### config.mk
export PLATFORM = sky130hd
export DESIGN_NAME = uart_word_loader
export DESIGN_NICKNAME = d
export VERILOG_FILES = /design/src/rtl/uart_loader_pkg.sv /design/src/rtl/uart_byte_packer.sv /design/src/rtl/uart_word_loader.sv
export SDC_FILE = /design/constraint.sdc
export NUM_CORES = 1
export LEC_CHECK = 0
export ABC_AREA = 1
export BUFFER_PORTS_ARGS = -buffer_cell sky130_fd_sc_hd__clkbuf_2
export CORE_ASPECT_RATIO = 0.8
export CORE_UTILIZATION = 32
export CTS_CLUSTER_SIZE = 14
export DETAILED_ROUTE_END_ITERATION = 12
export HOLD_SLACK_MARGIN = 0.12
export PLACE_DENSITY = 0.6
export RECOVER_POWER = 25
export SYNTH_ARGS = -nofsm -noshare
export SYNTH_HDL_FRONTEND = slang
export SYNTH_HIERARCHICAL = 1
export SYNTH_SLANG_ARGS = --single-unit
### constraint.sdc
create_clock -name clk -period 3 [get_ports clk]
set_input_delay 0.6 -clock clk [delete_from_list [all_inputs] [get_ports clk]]
set_output_delay 0.6 -clock clk [all_outputs]
set_load 0.1 [all_outputs]
### src/rtl/uart_loader_pkg.sv
// Shared types and constants for the UART boot loader.
// The checksum states exist only when UART_LOADER_CHECKSUM_EN is defined.
package uart_loader_pkg;

    typedef enum logic [3:0] {
        S_IDLE,
        S_HDR_REQ,
        S_HDR_WAIT,
        S_DAT_REQ,
        S_DAT_WAIT,
        S_WRITE,
`ifdef UART_LOADER_CHECKSUM_EN
        S_CSUM_REQ,
        S_CSUM_WAIT,
`endif
        S_ACK_REQ,
        S_ACK_WAIT,
        S_DONE
    } state_t;

    localparam logic [7:0] ACK_BYTE = 8'hAA;
    localparam logic [7:0] NAK_BYTE = 8'h55;
    localparam logic       RORS_RX  = 1'b1;
    localparam logic       RORS_TX  = 1'b0;

endpackage

### src/rtl/uart_byte_packer.sv
// Packs received bytes into a little-endian 32-bit word; word shows the
// assembled value including the byte arriving this cycle.
module uart_byte_packer (
    input  logic        clk,
    input  logic        rst,
    input  logic        clear,
    input  logic        byte_vld,
    input  logic [7:0]  byte_in,
    output logic [31:0] word,
    output logic        word_valid
);

    logic [1:0]  idx;
    logic [31:0] word_q;

    // Bypass the incoming byte so the full word is usable on the 4th byte's cycle.
    always_comb begin
        word = word_q;
        if (byte_vld)
            word[{idx, 3'b000} +: 8] = byte_in;
    end

    assign word_valid = byte_vld && (idx == 2'd3);

    always_ff @(posedge clk or posedge rst) begin
        if (rst) begin
            idx    <= '0;
            word_q <= '0;
        end else if (clear) begin
            idx    <= '0;
            word_q <= '0;
        end else if (byte_vld) begin
            idx    <= idx + 2'd1;
            word_q <= word;
        end
    end

endmodule

### src/rtl/uart_word_loader.sv
// Boot loader: receives a length-prefixed image over uart_unit, writes words to
// instruction memory and answers ACK/NAK. Optional checksum: UART_LOADER_CHECKSUM_EN.
module uart_word_loader
    import uart_loader_pkg::*;
#(
    parameter int                ADDR_W    = 10,
    parameter logic [ADDR_W-1:0] BASE_ADDR = '0
) (
    input  logic              clk,
    input  logic              rst,
    input  logic              start,
    output logic              uart_go,
    output logic              rors,
    output logic [7:0]        txdata,
    input  logic [7:0]        rxdata,
    input  logic              uart_done,
    output logic              mem_we,
    output logic [ADDR_W-1:0] mem_addr,
    output logic [31:0]       mem_wdata,
    output logic              busy,
    output logic              load_done,
    output logic              load_err
);

    localparam logic [32:0]   CAP     = 33'd1 << ADDR_W;
    localparam logic [ADDR_W:0] ONE   = (ADDR_W+1)'(1);
`ifdef UART_LOADER_CHECKSUM_EN
    localparam state_t        PAY_END = S_CSUM_REQ;
`else
    localparam state_t        PAY_END = S_ACK_REQ;
`endif

    state_t            state, nxt;
    logic [ADDR_W:0]   cnt;
    logic [ADDR_W:0]   nwords;
    logic              nak;
    logic              rx_vld;
    logic [31:0]       word;
    logic              word_valid;
    logic              hdr_big;
`ifdef UART_LOADER_CHECKSUM_EN
    logic [7:0]        csum;
`endif

    assign rx_vld  = uart_done && (state == S_HDR_WAIT || state == S_DAT_WAIT);
    assign hdr_big = {1'b0, word} > CAP;

    uart_byte_packer u_packer (
        .clk        (clk),
        .rst        (rst),
        .clear      (state == S_IDLE),
        .byte_vld   (rx_vld),
        .byte_in    (rxdata),
        .word       (word),
        .word_valid (word_valid)
    );

    always_ff @(posedge clk or posedge rst) begin
        if (rst) state <= S_IDLE;
        else     state <= nxt;
    end

    always_comb begin
        nxt       = state;
        uart_go   = 1'b0;
        rors      = 1'b0;
        txdata    = '0;
        mem_we    = 1'b0;
        mem_addr  = '0;
        mem_wdata = '0;
        busy      = (state != S_IDLE);
        load_done = 1'b0;
        load_err  = 1'b0;
        case (state)
            S_IDLE:     if (start) nxt = S_HDR_REQ;
            S_HDR_REQ: begin
                uart_go = 1'b1;
                rors    = RORS_RX;
                nxt     = S_HDR_WAIT;
            end
            S_HDR_WAIT: begin
                if (word_valid) begin
                    if (word == '0)   nxt = PAY_END;
                    else if (hdr_big) nxt = S_ACK_REQ;
                    else              nxt = S_DAT_REQ;
                end else if (uart_done) begin
                    nxt = S_HDR_REQ;
                end
            end
            S_DAT_REQ: begin
                uart_go = 1'b1;
                rors    = RORS_RX;
                nxt     = S_DAT_WAIT;
            end
            S_DAT_WAIT: begin
                if (word_valid)     nxt = S_WRITE;
                else if (uart_done) nxt = S_DAT_REQ;
            end
            S_WRITE: begin
                mem_we    = 1'b1;
                mem_addr  = BASE_ADDR + cnt[ADDR_W-1:0];
                mem_wdata = word;
                nxt       = (cnt + ONE == nwords) ? PAY_END : S_DAT_REQ;
            end
`ifdef UART_LOADER_CHECKSUM_EN
            S_CSUM_REQ: begin
                uart_go = 1'b1;
                rors    = RORS_RX;
                nxt     = S_CSUM_WAIT;
            end
            S_CSUM_WAIT: if (uart_done) nxt = S_ACK_REQ;
`endif
            S_ACK_REQ: begin
                uart_go = 1'b1;
                rors    = RORS_TX;
                txdata  = nak ? NAK_BYTE : ACK_BYTE;
                nxt     = S_ACK_WAIT;
            end
            S_ACK_WAIT: begin
                txdata = nak ? NAK_BYTE : ACK_BYTE;
                if (uart_done) nxt = S_DONE;
            end
            S_DONE: begin
                load_done = 1'b1;
                load_err  = nak;
                nxt       = S_IDLE;
            end
            default: nxt = S_IDLE;
        endcase
    end

    // Per-load bookkeeping; only the accepted start clears it.
    always_ff @(posedge clk or posedge rst) begin
        if (rst) begin
            cnt    <= '0;
            nwords <= '0;
            nak    <= 1'b0;
`ifdef UART_LOADER_CHECKSUM_EN
            csum   <= '0;
`endif
        end else begin
            case (state)
                S_IDLE: if (start) begin
                    cnt  <= '0;
                    nak  <= 1'b0;
`ifdef UART_LOADER_CHECKSUM_EN
                    csum <= '0;
`endif
                end
                S_HDR_WAIT: if (word_valid) begin
                    nwords <= word[ADDR_W:0];
                    if (hdr_big) nak <= 1'b1;
                end
`ifdef UART_LOADER_CHECKSUM_EN
                S_DAT_WAIT:  if (uart_done) csum <= csum ^ rxdata;
                S_CSUM_WAIT: if (uart_done && rxdata != csum) nak <= 1'b1;
`endif
                S_WRITE: cnt <= cnt + ONE;
                default: ;
            endcase
        end
    end

endmodule

---- After elaboration in Yosys (flattened, before gate mapping) ----
Cells that the tools add are included.
word-level totals
  output and inout port bits .............. 56
  word-level logic and storage cells ...... 75
  flip-flop bits (word level) ............. 61
  bits of input ports ..................... 12
operators by class
  eq/ne operators ......................... 16
  add/sub/neg operators ................... 3
  reductions and logical operators ........ 16
  mux-type cells .......................... 31
  $lt $le $gt $ge ......................... 1
  shifts and indexed selects .............. 2
operators with widths
  kind                                                             number
  two-way mux 32 bit                                               4
  bitwise mux 32 bit                                               1
  greater-than comparator 32 x 11 -> 1 bit, second input constant  1
  logical NOT 32 bit                                               1
  case mux 4 bit (8 select lines)                                  1
  variable shift 8 x 7 -> 32 bit, first input constant             1
  variable part select 8 x 7 -> 32 bit                             1
  two-way mux 4 bit                                                6
  case mux 11 bit (2 select lines)                                 1
  equality test 4 x 3 -> 1 bit, second input constant              4
  two-way mux 8 bit                                                2
  adder 11 x 1 -> 11 bit, second input constant                    1
  equality test 11 bit                                             1
  two-way mux 11 bit                                               1
  two-way mux 10 bit                                               1
  two-way mux 3 bit                                                3
  equality test 4 x 2 -> 1 bit, second input constant              2
  two-way mux 1 bit                                                8
  AND reduction 4 bit                                              2
  negator 5 -> 7 bit                                               1
  inequality test 2 bit, second input constant                     3
  inequality test 3 x 2 -> 1 bit, second input constant            2
  nonzero test 2 bit                                               3
  equality test 4 x 1 -> 1 bit, second input constant              1
  other kinds (13)                                                 17

---- Logic depth before layout (Yosys ltp) ----
Gate-level depths: netlist of the first run.
  word-level depth ........................ 9
  mapped depth ............................ 20
  depth with buffers taken out ............ 19

---- Modules after synthesis ----
Netlist of the first run, hierarchy kept.
modules (own cells, without submodules)
  module            cells an instance  instances  area an instance (um2)  sequential area each (um2)
  uart_word_loader  346                1          2,103.3                 675.6
  uart_byte_packer  251                1          2,026.9                 850.8

---- Worst setup path after synthesis of the first run ----
OpenSTA, ideal clock, no wires.
  path kind ............................... register to output
  start point ............................. reg state[0]
  end point ............................... out load_err
  buffers on the path ..................... 0
  stages on the path, launching flop included .. 4
  path slack .............................. -1.039 ns
  data required time ...................... 2.400 ns
  arrival time ............................ 3.439 ns
  path through ............................ dfrtp_1 > inv_1 > nand2_1 > nor4_1
between the ends
  word-level cells in the longest chain between the ends .. 2
RTL lines
  what                      RTL line                RTL
  start: declaration        uart_word_loader.sv:33  state_t state, nxt;
  start signal: assignment  uart_word_loader.sv:60  else state <= nxt;
  equality test 4 bit       uart_word_loader.sv:74  case (state)
  two-way mux 1 bit         uart_word_loader.sv:74
  end: declaration          uart_word_loader.sv:22  output logic load_err
No other way between the ends.

---- Worst setup path in the final report of the first run ----
  start point ............................. reg state[2]
  end point ............................... out mem_wdata[15]
between the ends
  word-level cells in the longest chain between the ends .. 5
  elaborated cells on any way between the ends .. 7
  classes of those cells .................. 3 x eq/ne; 2 x mux; 2 x reduce/logical
RTL lines
  what                                                                          RTL line                RTL
  equality test 4 x 2 -> 1 bit or equality test 4 x 3 -> 1 bit (tied branches)  uart_word_loader.sv:45  assign rx_vld = uart_done && (state == S_HDR_WAIT || state == S_DAT_WAIT);
  logical OR 1 bit *                                                            uart_word_loader.sv:45
  logical AND 1 bit *                                                           uart_word_loader.sv:45
  via rx_vld                                                                    uart_word_loader.sv:37  logic rx_vld;
  two-way mux 32 bit *                                                          uart_byte_packer.sv:19  if (byte_vld)
  via word[15]                                                                  uart_word_loader.sv:38  logic [31:0] word;
  two-way mux 32 bit *                                                          uart_word_loader.sv:74
  end: declaration                                                              uart_word_loader.sv:19  output logic [31:0] mem_wdata,
The timed path passes the listed nets; every way through them passes the cells marked *.

==> results_tabular.tex, run 1 <==
\begin{tabular}{lr}
\hline
Metric & Value \\
\hline
\multicolumn{2}{l}{\textbf{Synth}} \\
Average cell area after synthesis & 6.918 µm² \\
Most common cell in the netlist & nand2\_1 \\
Combinational family with the most area after synthesis & simple AND/OR/NAND/NOR gates \\
Most used flip-flop cell after synthesis & dfrtp\_1 \\
Yosys reg bits & 61 \\
Top cell type's share of synthesized area & 36.96\% \\
Fraction of the mapped netlist area in compound gates & 10.51\% \\
Arithmetic-cell share of the synthesized area counting full adders, half adders and majority gates & 1.818\% \\
Synth top cells by count & 127 x nand2\_1, 111 x nor2\_1, 97 x inv\_1, 61 x dfrtp\_1, 40 x nand3\_1 \\
Share of synthesized cell area in and, or, nand and nor gates & 37.99\% \\
Count of unique library cells instantiated by Yosys & 34 \\
Number of instances in the synthesized netlist & 597 \\
Async set or reset register ratio after synthesis & 100.0\% \\
Fraction of synthesized area in multiplexers & 0\% \\
Warnings, synthesis & 6 \\
Xor/xnor cell area share of the yosys netlist & 0.2121\% \\
Share of the yosys chip area belonging to registers & 36.96\% \\
Mapped cell area & 4130 µm² \\
Synth top area cells & dfrtp\_1 37\%, nand2\_1 12\%, nor2\_1 10\% \\
Syn nets & 615 \\
Post-synth top area cell & dfrtp\_1 \\
Number of enable flip-flop cells after synthesis & 0 \\
\multicolumn{2}{l}{\textbf{Power}} \\
Power density over the cells & 702.9 nW/µm² \\
Clk pwr share & 26.4\% \\
Switching power share of the total & 47.49\% \\
Combinational fraction of design power & 49.2\% \\
Sw Pwr & 1990 µW \\
Internal power & 2201 µW \\
Maximum ir drop on the vdd rail & 1.143 mV \\
Total leakage power & 0.002959 µW \\
Fraction of power consumed by sequential logic & 24.4\% \\
\multicolumn{2}{l}{\textbf{Timing}} \\
Worst hold margin & 0.3939 ns \\
Slew @ Worst Pin & 1.870 ns \\
Number of endpoints with negative hold slack in the final report & 0 \\
Number of endpoints failing setup at the final stage & 0 \\
Fin Clk Skew & 0.006824 ns \\
Max Transition Viols Final & 35 \\
Worst relative slew slack & -24.64\% \\
Ratio of final minimum period to clock period & 98.78\% \\
Period minus WS final & 2.963 ns \\
Maximum operating frequency & 337.5 MHz \\
Unrepaired setup endpoints after global routing & yes \\
\multicolumn{2}{l}{\textbf{Setup path}} \\
Crit Path Class & reg -> out \\
Reg2reg setup slack & 0.25 ns \\
CP Data Required Time & 2.40 ns \\
Buffers plus inverters on the worst setup path & 4 \\
Largest stage delay, worst path & 0.44 ns \\
Largest fanout on the critical path & 8 \\
Type of origin of the critical path & register \\
Worst Setup End Kind & output pin \\
Largest delay contributor family on the critical path & simple AND/OR/NAND/NOR gates \\
CP Data Arrival Time & 2.36 ns \\
Cell breakdown of the critical path & inv\_2, nor2\_4, nand3\_4, a21oi\_4, buf\_12, nand2\_8, nor2\_8, nand2\_4, nand2\_2, inv\_2, nor2\_2, buf\_12 \\
Slowest CP cell & dfrtp\_1 \\
\multicolumn{2}{l}{\textbf{GRT}} \\
Via count of the first global-routing pass & 3956 \\
Maximum number of pins on one net before global-route repair & 35 \\
GRT overflow & 0 \\
Wire length of the first global-routing pass & 18850 µm \\
Initial antenna violation count & 0 \\
Total track usage & 18.10\% \\
\multicolumn{2}{l}{\textbf{Finish}} \\
Count of antenna diodes in the layout & 0 \\
Layout Area Growth over Synthesis & 44.38\% \\
Combined flip-flop and latch cell area & 1528 µm² \\
Number of filler cells placed in the layout & 1181 \\
Final standard cell utilization of the core & 48.14\% \\
Final nets & 698 \\
Fraction of layout instances using a drive strength above 1 & 38.60\% \\
Area of combinational cells with multiple inputs & 2454 µm² \\
\multicolumn{2}{l}{\textbf{Route}} \\
Detailed router's first-iteration violation count & 209 \\
Routed wire per std cell & 13.49 µm \\
Overall routed net length & 11530 µm \\
Residual DRC count & 0 \\
Via count normalized by instance count & 4.709 \\
Total number of vias & 4026 \\
Pre-Repair DR Iteration Count & 5 \\
Post-route antenna net violation count & 0 \\
\multicolumn{2}{l}{\textbf{Floorplan}} \\
I/O pins & 68 \\
Effective utilization at floorplan & 33.34\% \\
Height of the die & 103.6 µm \\
Total die area & 13370 µm² \\
FP Rows & 36 \\
Core area & 12390 µm² \\
Die width & 129.0 µm \\
\multicolumn{2}{l}{\textbf{Clocking}} \\
CTS clock-pin slew for the worst setup and hold paths & 0.05 ns \\
Clock Path Buffers & 2 \\
Root Buffer Master & clkbuf\_16 \\
Post-CTS Hold Fix Bufs & 0 \\
Clock tree from TritonCTS & done \\
Number of buffers added by the clock tree synthesis step & 9 \\
Level count of the clock H-tree & 3 \\
Clk Latency, worst-skew pair & 0.34 ns \\
Clock tree sinks & 61 \\
\multicolumn{2}{l}{\textbf{Placement}} \\
Detailed placement HPWL & 8458 µm \\
Number of buffers added on ports & 67 \\
Routability cong. & 0.8397 \\
\multicolumn{2}{l}{\textbf{Worst hold path}} \\
Path category of the worst min-delay check & in -> async \\
\multicolumn{2}{l}{\textbf{Run status}} \\
Result of the run & finished, violations left \\
Violations in the final reports & capacitance limit, slew limit \\
\multicolumn{2}{l}{\textbf{Run}} \\
Maximum capacitance violations & 1 \\
\hline
\end{tabular}
[stage by stage]
stage          total power, µW  TNS (ns)  std cells  instance area (µm²)  setup WS, ns
2_1_floorplan             2452   -0.7213        597                 4222       -0.1202
4_1_cts                   3997         0        839                 5590       0.02472
3_3_place_gp              2811         0        823                 5248        0.1943
6_report                  4191         0        855                 5963       0.03661
3_5_place_dp              2847         0        823                 5248        0.1002
5_1_grt                   4435   -0.7872        855                 5963      -0.06949
[timing repair]
action / 4_1_cts / 5_1_grt
setup buffers: 1 / 16
endpoints found under the setup margin: 32 / 34
pin swaps: 2 / 37
gates resized for setup: 7 / 81
[power groups by stage]
stage / registers, µW / logic, µW / clock network [µW]
floorplan: 1000 / 1450 / 0
global placement: 1020 / 1790 / 0
detailed placement: 1030 / 1820 / 0
CTS: 1010 / 1860 / 1120
global route: 1040 / 2240 / 1160
finish: 1020 / 2060 / 1110
[placed cells by master (no fill, tap or decap), drive strengths merged, types with 2 or more instances in the layout]
cell type,n
a21oi,26
buf,62
bufinv,2
clkbuf,41
clkinv,5
dfrtp,61
ha,6
inv,104
nand2,158
nand3,42
nand4,9
nor2,122
nor3,4
o211ai,2
o21ai,26
o22ai,7
o311ai,2
or2,2
[flip-flops by register name, indices dropped and copies added, names as in the netlist]
name	cells
u_packer/word_q	32
cnt	11
nwords	11
state	4
u_packer/idx	2
nak	1
[kinds of logic (layout without fill, tap and decap cells)]
family                     count (synthesis)  count (layout)
buffers and inverters                    127             214
DFF                                       61              61
and+or+nand+nor                          338             338
AOI/OAI and AO/OA                         64              64
xor gates and xnor gates                   1               1
adders and majority gates                  6               6
[path summary, 6_finish.rpt]
kind | from | to | depth (start not counted)
max | state[2] | mem_wdata[15] | 12
min | rst | cnt[7] | 2
max reg2reg | state[2] | state[0] | 18
min reg2reg | u_packer/word_q[29] | u_packer/word_q[29] | 2
max in group asynchronous | rst | u_packer/idx[0] | 3
min in group clk | u_packer/word_q[29] | u_packer/word_q[29] | 2
[final cells by class]
type / instances / share of cell area, %
Sequential cell: 61 / 25.62
Inverter: 106 / 6.882
Clock inverter: 5 / 1.259
Clock buffer: 10 / 4.008
Timing Repair Buffer: 93 / 17.50
Multi-Input combinational cell: 409 / 41.15
Tap cell: 171 / 3.588
[routing by layer]
metal / global-route usage, % / share of wire (%)
met2: 29.03 / 48
met3: 3.616 / 4.2
met1: 23.94 / 46
met4: 6.639 / 1.7
met5: 0 / 0
(Power assumes the default switching activity.)
==> run 2: changes to the inputs <==
--- a/config.mk
+++ b/config.mk
@@ -6,13 +6,15 @@
 export NUM_CORES = 1
 export LEC_CHECK = 0
 export ABC_AREA = 1
+export ABC_CLOCK_PERIOD_IN_PS = 3000
 export BUFFER_PORTS_ARGS = -buffer_cell sky130_fd_sc_hd__clkbuf_2
 export CORE_ASPECT_RATIO = 0.8
 export CORE_UTILIZATION = 32
 export CTS_CLUSTER_SIZE = 14
 export DETAILED_ROUTE_END_ITERATION = 12
 export HOLD_SLACK_MARGIN = 0.12
-export PLACE_DENSITY = 0.6
+export MAX_ROUTING_LAYER = met4
+export PLACE_DENSITY = 0.53
 export RECOVER_POWER = 25
 export SYNTH_ARGS = -nofsm -noshare
 export SYNTH_HDL_FRONTEND = slang
==> run 2 against run 1 <==
  * The flow still finishes with violations (capacitance limit, slew limit)
  * Setup slack gained 0.046 ns
  * Clock skew shrank 0.0011 ns
  * Global-route usage grew 0.16 points
  * Combinational power shrank 5%
  * Clock-buffer cell count grew 2
  * Via count shrank 2.8%
  * Clock power shrank 15%
  * Largest power group unchanged
  * Sequential cell count is the same
  * Power shrank 6.5%
  * Register-to-register slack gained 0.11 ns
==> results_tabular.tex, run 2 (synthesis results as in run 1) <==
\begin{tabular}{lr}
\hline
Metric & Value \\
\hline
\multicolumn{2}{l}{\textbf{Timing}} \\
Slew @ Worst Pin & 1.877 ns \\
Fin Clk Skew & 0.005716 ns \\
Worst setup margin & 0.08242 ns \\
Unrepaired setup endpoints after global routing & yes \\
Maximum operating frequency & 342.8 MHz \\
Max Transition Viols Final & 63 \\
Number of endpoints with negative hold slack in the final report & 0 \\
Period minus WS final & 2.918 ns \\
Summed negative setup slack over all endpoints & 0 ns \\
Ratio of final minimum period to clock period & 97.25\% \\
Worst relative slew slack & -25.10\% \\
Number of endpoints failing setup at the final stage & 0 \\
\multicolumn{2}{l}{\textbf{Setup path}} \\
Worst Setup End Kind & output pin \\
Critical R2R Capture & state[0] \\
Critical path startpoint & state[2] \\
Crit Path Class & reg -> out \\
CP Data Required Time & 2.40 ns \\
Slowest CP cell & dfrtp\_1 \\
Length in cells of the worst reg-to-reg path & 19 \\
End point of the critical path & mem\_wdata[11] \\
Largest fanout on the critical path & 9 \\
Startpoint of the worst-slack reg-to-reg timing path & state[2] \\
Reg2reg setup slack & 0.36 ns \\
Cell depth of the worst setup path & 12 \\
Buffers plus inverters on the worst setup path & 4 \\
CP Data Arrival Time & 2.32 ns \\
Largest delay contributor family on the critical path & simple AND/OR/NAND/NOR gates \\
Cell breakdown of the critical path & inv\_1, nor2\_4, nand3\_2, a21oi\_2, buf\_12, nand2\_8, nor2\_8, nand2\_2, nand2\_1, inv\_1, nor2\_2, buf\_12 \\
Type of origin of the critical path & register \\
Largest stage delay, worst path & 0.39 ns \\
\multicolumn{2}{l}{\textbf{Clocking}} \\
Number of buffers added by the clock tree synthesis step & 9 \\
Clk Latency, worst-skew pair & 0.33 ns \\
Clock tree sinks & 61 \\
Clock tree from TritonCTS & done \\
Post-CTS Hold Fix Bufs & 0 \\
Level count of the clock H-tree & 3 \\
Root Buffer Master & clkbuf\_16 \\
CTS clock-pin slew for the worst setup and hold paths & 0.05 ns \\
Clock Path Buffers & 2 \\
\multicolumn{2}{l}{\textbf{Placement}} \\
Number of buffers added on ports & 67 \\
Dpl ws & 0.1734 ns \\
Routability cong. & 0.8848 \\
Detailed placement HPWL & 8424 µm \\
\multicolumn{2}{l}{\textbf{Floorplan}} \\
Die width & 129.0 µm \\
FP Rows & 36 \\
Height of the die & 103.6 µm \\
Effective utilization at floorplan & 33.34\% \\
Core area & 12390 µm² \\
I/O pins & 68 \\
Total die area & 13370 µm² \\
\multicolumn{2}{l}{\textbf{Route}} \\
Total number of vias & 3914 \\
Residual DRC count & 0 \\
Post-route antenna net violation count & 0 \\
Overall routed net length & 11120 µm \\
Routed wire per std cell & 13.22 µm \\
Pre-Repair DR Iteration Count & 4 \\
Via count normalized by instance count & 4.654 \\
Detailed router's first-iteration violation count & 196 \\
\multicolumn{2}{l}{\textbf{Worst hold path}} \\
Source of the worst hold timing path & nwords[0] \\
Path category of the worst min-delay check & reg -> reg \\
\multicolumn{2}{l}{\textbf{Finish}} \\
Final nets & 685 \\
Area of combinational cells with multiple inputs & 2287 µm² \\
Number of filler cells placed in the layout & 1240 \\
Largest register by flop count & u\_packer/word\_q \\
Count of antenna diodes in the layout & 0 \\
Combined flip-flop and latch cell area & 1529 µm² \\
Top Registers & u\_packer/word\_q x32, cnt x11, nwords x11 \\
Commonest cells after routing, fill and taps aside & 116 x nand2\_1, 93 x inv\_1, 68 x nor2\_1, 59 x dfrtp\_1, 41 x nor2\_2 \\
Layout Area Growth over Synthesis & 36.59\% \\
Commonest non-fill, non-tap cell in the layout & nand2\_1 \\
Fraction of layout instances using a drive strength above 1 & 34.48\% \\
Number of flip-flops under the largest register name & 32 \\
\multicolumn{2}{l}{\textbf{GRT}} \\
Total track usage & 18.26\% \\
Initial antenna violation count & 0 \\
Maximum number of pins on one net before global-route repair & 35 \\
Wire length of the first global-routing pass & 18460 µm \\
Via count of the first global-routing pass & 3720 \\
GRT overflow & 0 \\
\multicolumn{2}{l}{\textbf{Power}} \\
Maximum ir drop on the vdd rail & 0.5030 mV \\
Power density over the cells & 694.9 nW/µm² \\
Total leakage power & 0.002650 µW \\
\multicolumn{2}{l}{\textbf{Run status}} \\
Result of the run & finished, violations left \\
Violations in the final reports & capacitance limit, slew limit \\
\multicolumn{2}{l}{\textbf{Run}} \\
Maximum capacitance violations & 2 \\
\hline
\end{tabular}
==> run 2: cell type report <==
| type | count | area share (%) |
|---|---|---|
| well taps | 171 | 3.792 |
| inverters | 106 | 7.186 |
| multi-input cells | 409 | 40.54 |
| clock inverters | 2 | 0.1774 |
| flip-flops and latches | 61 | 27.10 |
| clock buffers | 12 | 4.546 |
| repair buffers | 80 | 16.66 |
==> run 2: worst min path at each step <==
stage / endpoint / depth (start not counted) / slack (ns)
5_1_grt: u_packer/word_q[17] / 2 / 0.56
2_1_floorplan: nwords[0] / 1 / 0.48
4_1_cts: nak / 3 / 0.36
3_5_place_dp: u_packer/word_q[24] / 2 / 0.53
6_report: nwords[0] / 1 / 0.54
3_3_place_gp: u_packer/word_q[25] / 2 / 0.53
==> run 2: what timing repair did <==
item,4_1_cts,5_1_grt
setup buffers,1,5
gates resized for setup,7,33
pin swaps,3,16
setup endpoints to repair,32,34
==> run 2: through the flow <==
| step | utilization, % | cell area [µm²] | total power [µW] | instances | hold slack [ns] |
|---|---|---|---|---|---|
| floorplan | - | 4222 | 2452 | 597 | 0.4845 |
| global placement | 42.22 | 5230 | 2812 | 821 | 0.5318 |
| detailed placement | 42.22 | 5230 | 2825 | 821 | 0.5346 |
| CTS | 44.61 | 5525 | 3813 | 836 | 0.3612 |
| global route | 45.55 | 5642 | 4195 | 841 | 0.5620 |
| finish | 45.55 | 5642 | 3921 | 841 | 0.5392 |
==> run 2: where the power goes <==
group          switching [µW]  internal (µW)
registers                91.6            933
logic                    1450            496
clock network             355            591
==> run 2: layer usage <==
| layer | part of all wire [%] | track usage [%] | wire length, µm |
|---|---|---|---|
| met1 | 50 | 25.39 | 5520 |
| met2 | 46 | 26.60 | 5068 |
| met3 | 3.3 | 3.099 | 368 |
| met4 | 1.4 | 6.303 | 161 |
| met5 | 0 | - | 0 |
==> run 3: changes to the inputs <==
--- a/config.mk
+++ b/config.mk
@@ -6,7 +6,6 @@
 export NUM_CORES = 1
 export LEC_CHECK = 0
 export ABC_AREA = 1
-export ABC_CLOCK_PERIOD_IN_PS = 3000
 export BUFFER_PORTS_ARGS = -buffer_cell sky130_fd_sc_hd__clkbuf_2
 export CORE_ASPECT_RATIO = 0.8
 export CORE_UTILIZATION = 32
@@ -16,6 +15,7 @@
 export MAX_ROUTING_LAYER = met4
 export PLACE_DENSITY = 0.53
 export RECOVER_POWER = 25
+export REMOVE_ABC_BUFFERS = 1
 export SYNTH_ARGS = -nofsm -noshare
 export SYNTH_HDL_FRONTEND = slang
 export SYNTH_HIERARCHICAL = 1
==> run 3 against run 2 <==
  * The flow still finishes with violations (capacitance limit, slew limit)
  * Wire length rose by 2.3%
  * Maximum frequency hardly changed
  * Sequential cell count is the same
  * Die area did not move
  * Setup slack better by 0.0028 ns
  * Worst hold slack got worse by 0.13 ns
  * Non-clock buffer count grew 7
  * Clock skew increased by 0.00095 ns
  * Global-route usage grew 0.20 points
  * Design area rose by 2.2%
  * Sequential power about the same
  * Largest cell class unchanged
  * Highest routed layer unchanged
==> results_tabular.tex, run 3 (synthesis results as in run 1) <==
\begin{tabular}{lr}
\hline
Metric & Value \\
\hline
\multicolumn{2}{l}{\textbf{Floorplan}} \\
I/O pins & 68 \\
Total die area & 13370 µm² \\
Core area & 12390 µm² \\
Height of the die & 103.6 µm \\
Die width & 129.0 µm \\
Effective utilization at floorplan & 33.34\% \\
FP Rows & 36 \\
\multicolumn{2}{l}{\textbf{Clocking}} \\
Root Buffer Master & clkbuf\_16 \\
Level count of the clock H-tree & 3 \\
Clock tree sinks & 61 \\
Clk Latency, worst-skew pair & 0.34 ns \\
Clock tree from TritonCTS & done \\
Clock Path Buffers & 2 \\
Number of buffers added by the clock tree synthesis step & 9 \\
CTS clock-pin slew for the worst setup and hold paths & 0.06 ns \\
Post-CTS Hold Fix Bufs & 0 \\
\multicolumn{2}{l}{\textbf{Placement}} \\
Routability cong. & 0.8812 \\
Area of placed instances & 5177 µm² \\
Detailed placement HPWL & 8499 µm \\
Number of buffers added on ports & 67 \\
\multicolumn{2}{l}{\textbf{Run}} \\
Maximum capacitance violations & 1 \\
\multicolumn{2}{l}{\textbf{GRT}} \\
Maximum number of pins on one net before global-route repair & 35 \\
Wire length of the first global-routing pass & 18570 µm \\
Total track usage & 18.46\% \\
Via count of the first global-routing pass & 3736 \\
GRT overflow & 0 \\
Initial antenna violation count & 0 \\
\multicolumn{2}{l}{\textbf{Setup path}} \\
Worst Setup End Kind & output pin \\
Length in cells of the worst reg-to-reg path & 18 \\
CP Data Arrival Time & 2.31 ns \\
Critical path startpoint & state[1] \\
Largest fanout on the critical path & 9 \\
Largest stage delay, worst path & 0.39 ns \\
Slowest CP cell & dfrtp\_1 \\
CP Data Required Time & 2.40 ns \\
Startpoint of the worst-slack reg-to-reg timing path & state[1] \\
Critical R2R Capture & state[0] \\
Largest delay contributor family on the critical path & simple AND/OR/NAND/NOR gates \\
End point of the critical path & mem\_wdata[9] \\
Type of origin of the critical path & register \\
Buffers plus inverters on the worst setup path & 4 \\
Cell depth of the worst setup path & 12 \\
Reg2reg setup slack & 0.28 ns \\
Cell breakdown of the critical path & inv\_2, nor2\_4, nand2\_4, a21oi\_4, buf\_8, nand2\_8, nor2\_8, nand2\_2, nand2\_2, inv\_1, nor2\_4, buf\_12 \\
Crit Path Class & reg -> out \\
\multicolumn{2}{l}{\textbf{Timing}} \\
Number of endpoints failing setup at the final stage & 0 \\
Worst hold margin & 0.4073 ns \\
Number of endpoints with negative hold slack in the final report & 0 \\
Period minus WS final & 2.915 ns \\
Summed negative setup slack over all endpoints & 0 ns \\
Slew @ Worst Pin & 1.882 ns \\
Unrepaired setup endpoints after global routing & yes \\
Max Transition Viols Final & 35 \\
Worst relative slew slack & -25.45\% \\
Maximum operating frequency & 343.1 MHz \\
Fin Clk Skew & 0.006662 ns \\
Ratio of final minimum period to clock period & 97.16\% \\
\multicolumn{2}{l}{\textbf{Finish}} \\
Top Registers & u\_packer/word\_q x32, cnt x11, nwords x11 \\
Fraction of layout instances using a drive strength above 1 & 33.73\% \\
Final standard cell utilization of the core & 46.53\% \\
Area of all placed cells without fillers & 5763 µm² \\
Commonest non-fill, non-tap cell in the layout & nand2\_1 \\
Number of flip-flops under the largest register name & 32 \\
Commonest cells after routing, fill and taps aside & 120 x nand2\_1, 94 x inv\_1, 74 x nor2\_1, 59 x dfrtp\_1, 39 x nand3\_1 \\
Largest register by flop count & u\_packer/word\_q \\
Final nets & 692 \\
Count of antenna diodes in the layout & 0 \\
Layout Area Growth over Synthesis & 39.53\% \\
\multicolumn{2}{l}{\textbf{Power}} \\
Maximum ir drop on the vdd rail & 0.9529 mV \\
Power density over the cells & 746.0 nW/µm² \\
Total leakage power & 0.002744 µW \\
\multicolumn{2}{l}{\textbf{Run status}} \\
Violations in the final reports & capacitance limit, slew limit \\
Result of the run & finished, violations left \\
\multicolumn{2}{l}{\textbf{Route}} \\
Detailed router's first-iteration violation count & 243 \\
Via count normalized by instance count & 4.622 \\
Post-route antenna net violation count & 0 \\
Pre-Repair DR Iteration Count & 4 \\
Overall routed net length & 11370 µm \\
Residual DRC count & 0 \\
Total number of vias & 3929 \\
Routed wire per std cell & 13.38 µm \\
\multicolumn{2}{l}{\textbf{Worst hold path}} \\
Path category of the worst min-delay check & in -> async \\
\hline
\end{tabular}
[run 3: cell count changes in the layout (fill, tap and decap cells not counted), moves of 4 or more]
cell,before,now
nor2_2,41,36
bufinv_16,0,4
nor2_1,68,74
nand2_2,39,33
buf_4,13,19
nand2_1,116,120
[run 3: worst register-to-register path, delay by kind of cell (launching register included)]
family                 cells  cell delay (ns)
buffers and inverters      4             0.46
AO/OA/AOI/OAI              2             0.34
flip-flops                 1             0.39
AND/OR/NAND/NOR           12             1.48
[run 3: layer usage]
| layer | up-vias | routed length, µm | part of all wire (%) | track usage [%] |
|---|---|---|---|---|
| met1 | 1862 | 5525 | 49 | 25.16 |
| met5 | - | 0 | 0 | - |
| met2 | 81 | 5222 | 46 | 27.37 |
| met4 | 0 | 98 | 0.86 | 5.378 |
| li1 | 1979 | - | - | - |
| met3 | 7 | 525 | 4.6 | 3.926 |
[run 3: final cells by class]
| class | count | area [µm²] |
|---|---|---|
| Tap cell | 171 | 214.0 |
| Fill cell | 1260 | 6624 |
| Clock inverter | 7 | 137.6 |
| Sequential cell | 61 | 1529 |
| Timing Repair Buffer | 87 | 985.9 |
| Multi-Input combinational cell | 409 | 2273 |
| Clock buffer | 9 | 225.2 |
| Inverter | 106 | 397.9 |
[run 3: metrics by stage]
| stage | power (µW) | std cells | setup slack (ns) |
|---|---|---|---|
| global placement | 2845 | 828 | 0.1293 |
| floorplan | 2358 | 576 | -3.131 |
| CTS | 4196 | 845 | 0.0008251 |
| global route | 4561 | 850 | -0.06138 |
| detailed placement | 2859 | 828 | 0.1560 |
| finish | 4299 | 850 | 0.08526 |
[run 3: how the worst min path moves through the flow]
| stage | to | from | cells after the start | slack (ns) |
|---|---|---|---|---|
| finish | cnt[6] | rst | 2 | 0.41 |
| global route | cnt[6] | rst | 2 | 0.47 |
| CTS | u_packer/word_q[9] | rst | 3 | 0.39 |
| detailed placement | nwords[0] | nwords[0] | 1 | 0.51 |
| global placement | nwords[0] | nwords[0] | 1 | 0.51 |
| floorplan | nwords[0] | nwords[0] | 1 | 0.48 |
[run 3: repair_timing]
item | 4_1_cts | 5_1_grt
gates resized for setup | 17 | 44
cloned | 0 | 0
pin swaps | 4 | 12
setup buffers | 1 | 5
setup endpoints to repair | 32 | 35
[run 3: where the power goes]
group	leakage (µW)	total, µW	internal, µW	switching [µW]
combinational	0.00178	1990	532	1460
clock	0.000175	1280	892	392
sequential	0.000790	1020	932	91.2
total	0.00274	4300	2360	1940
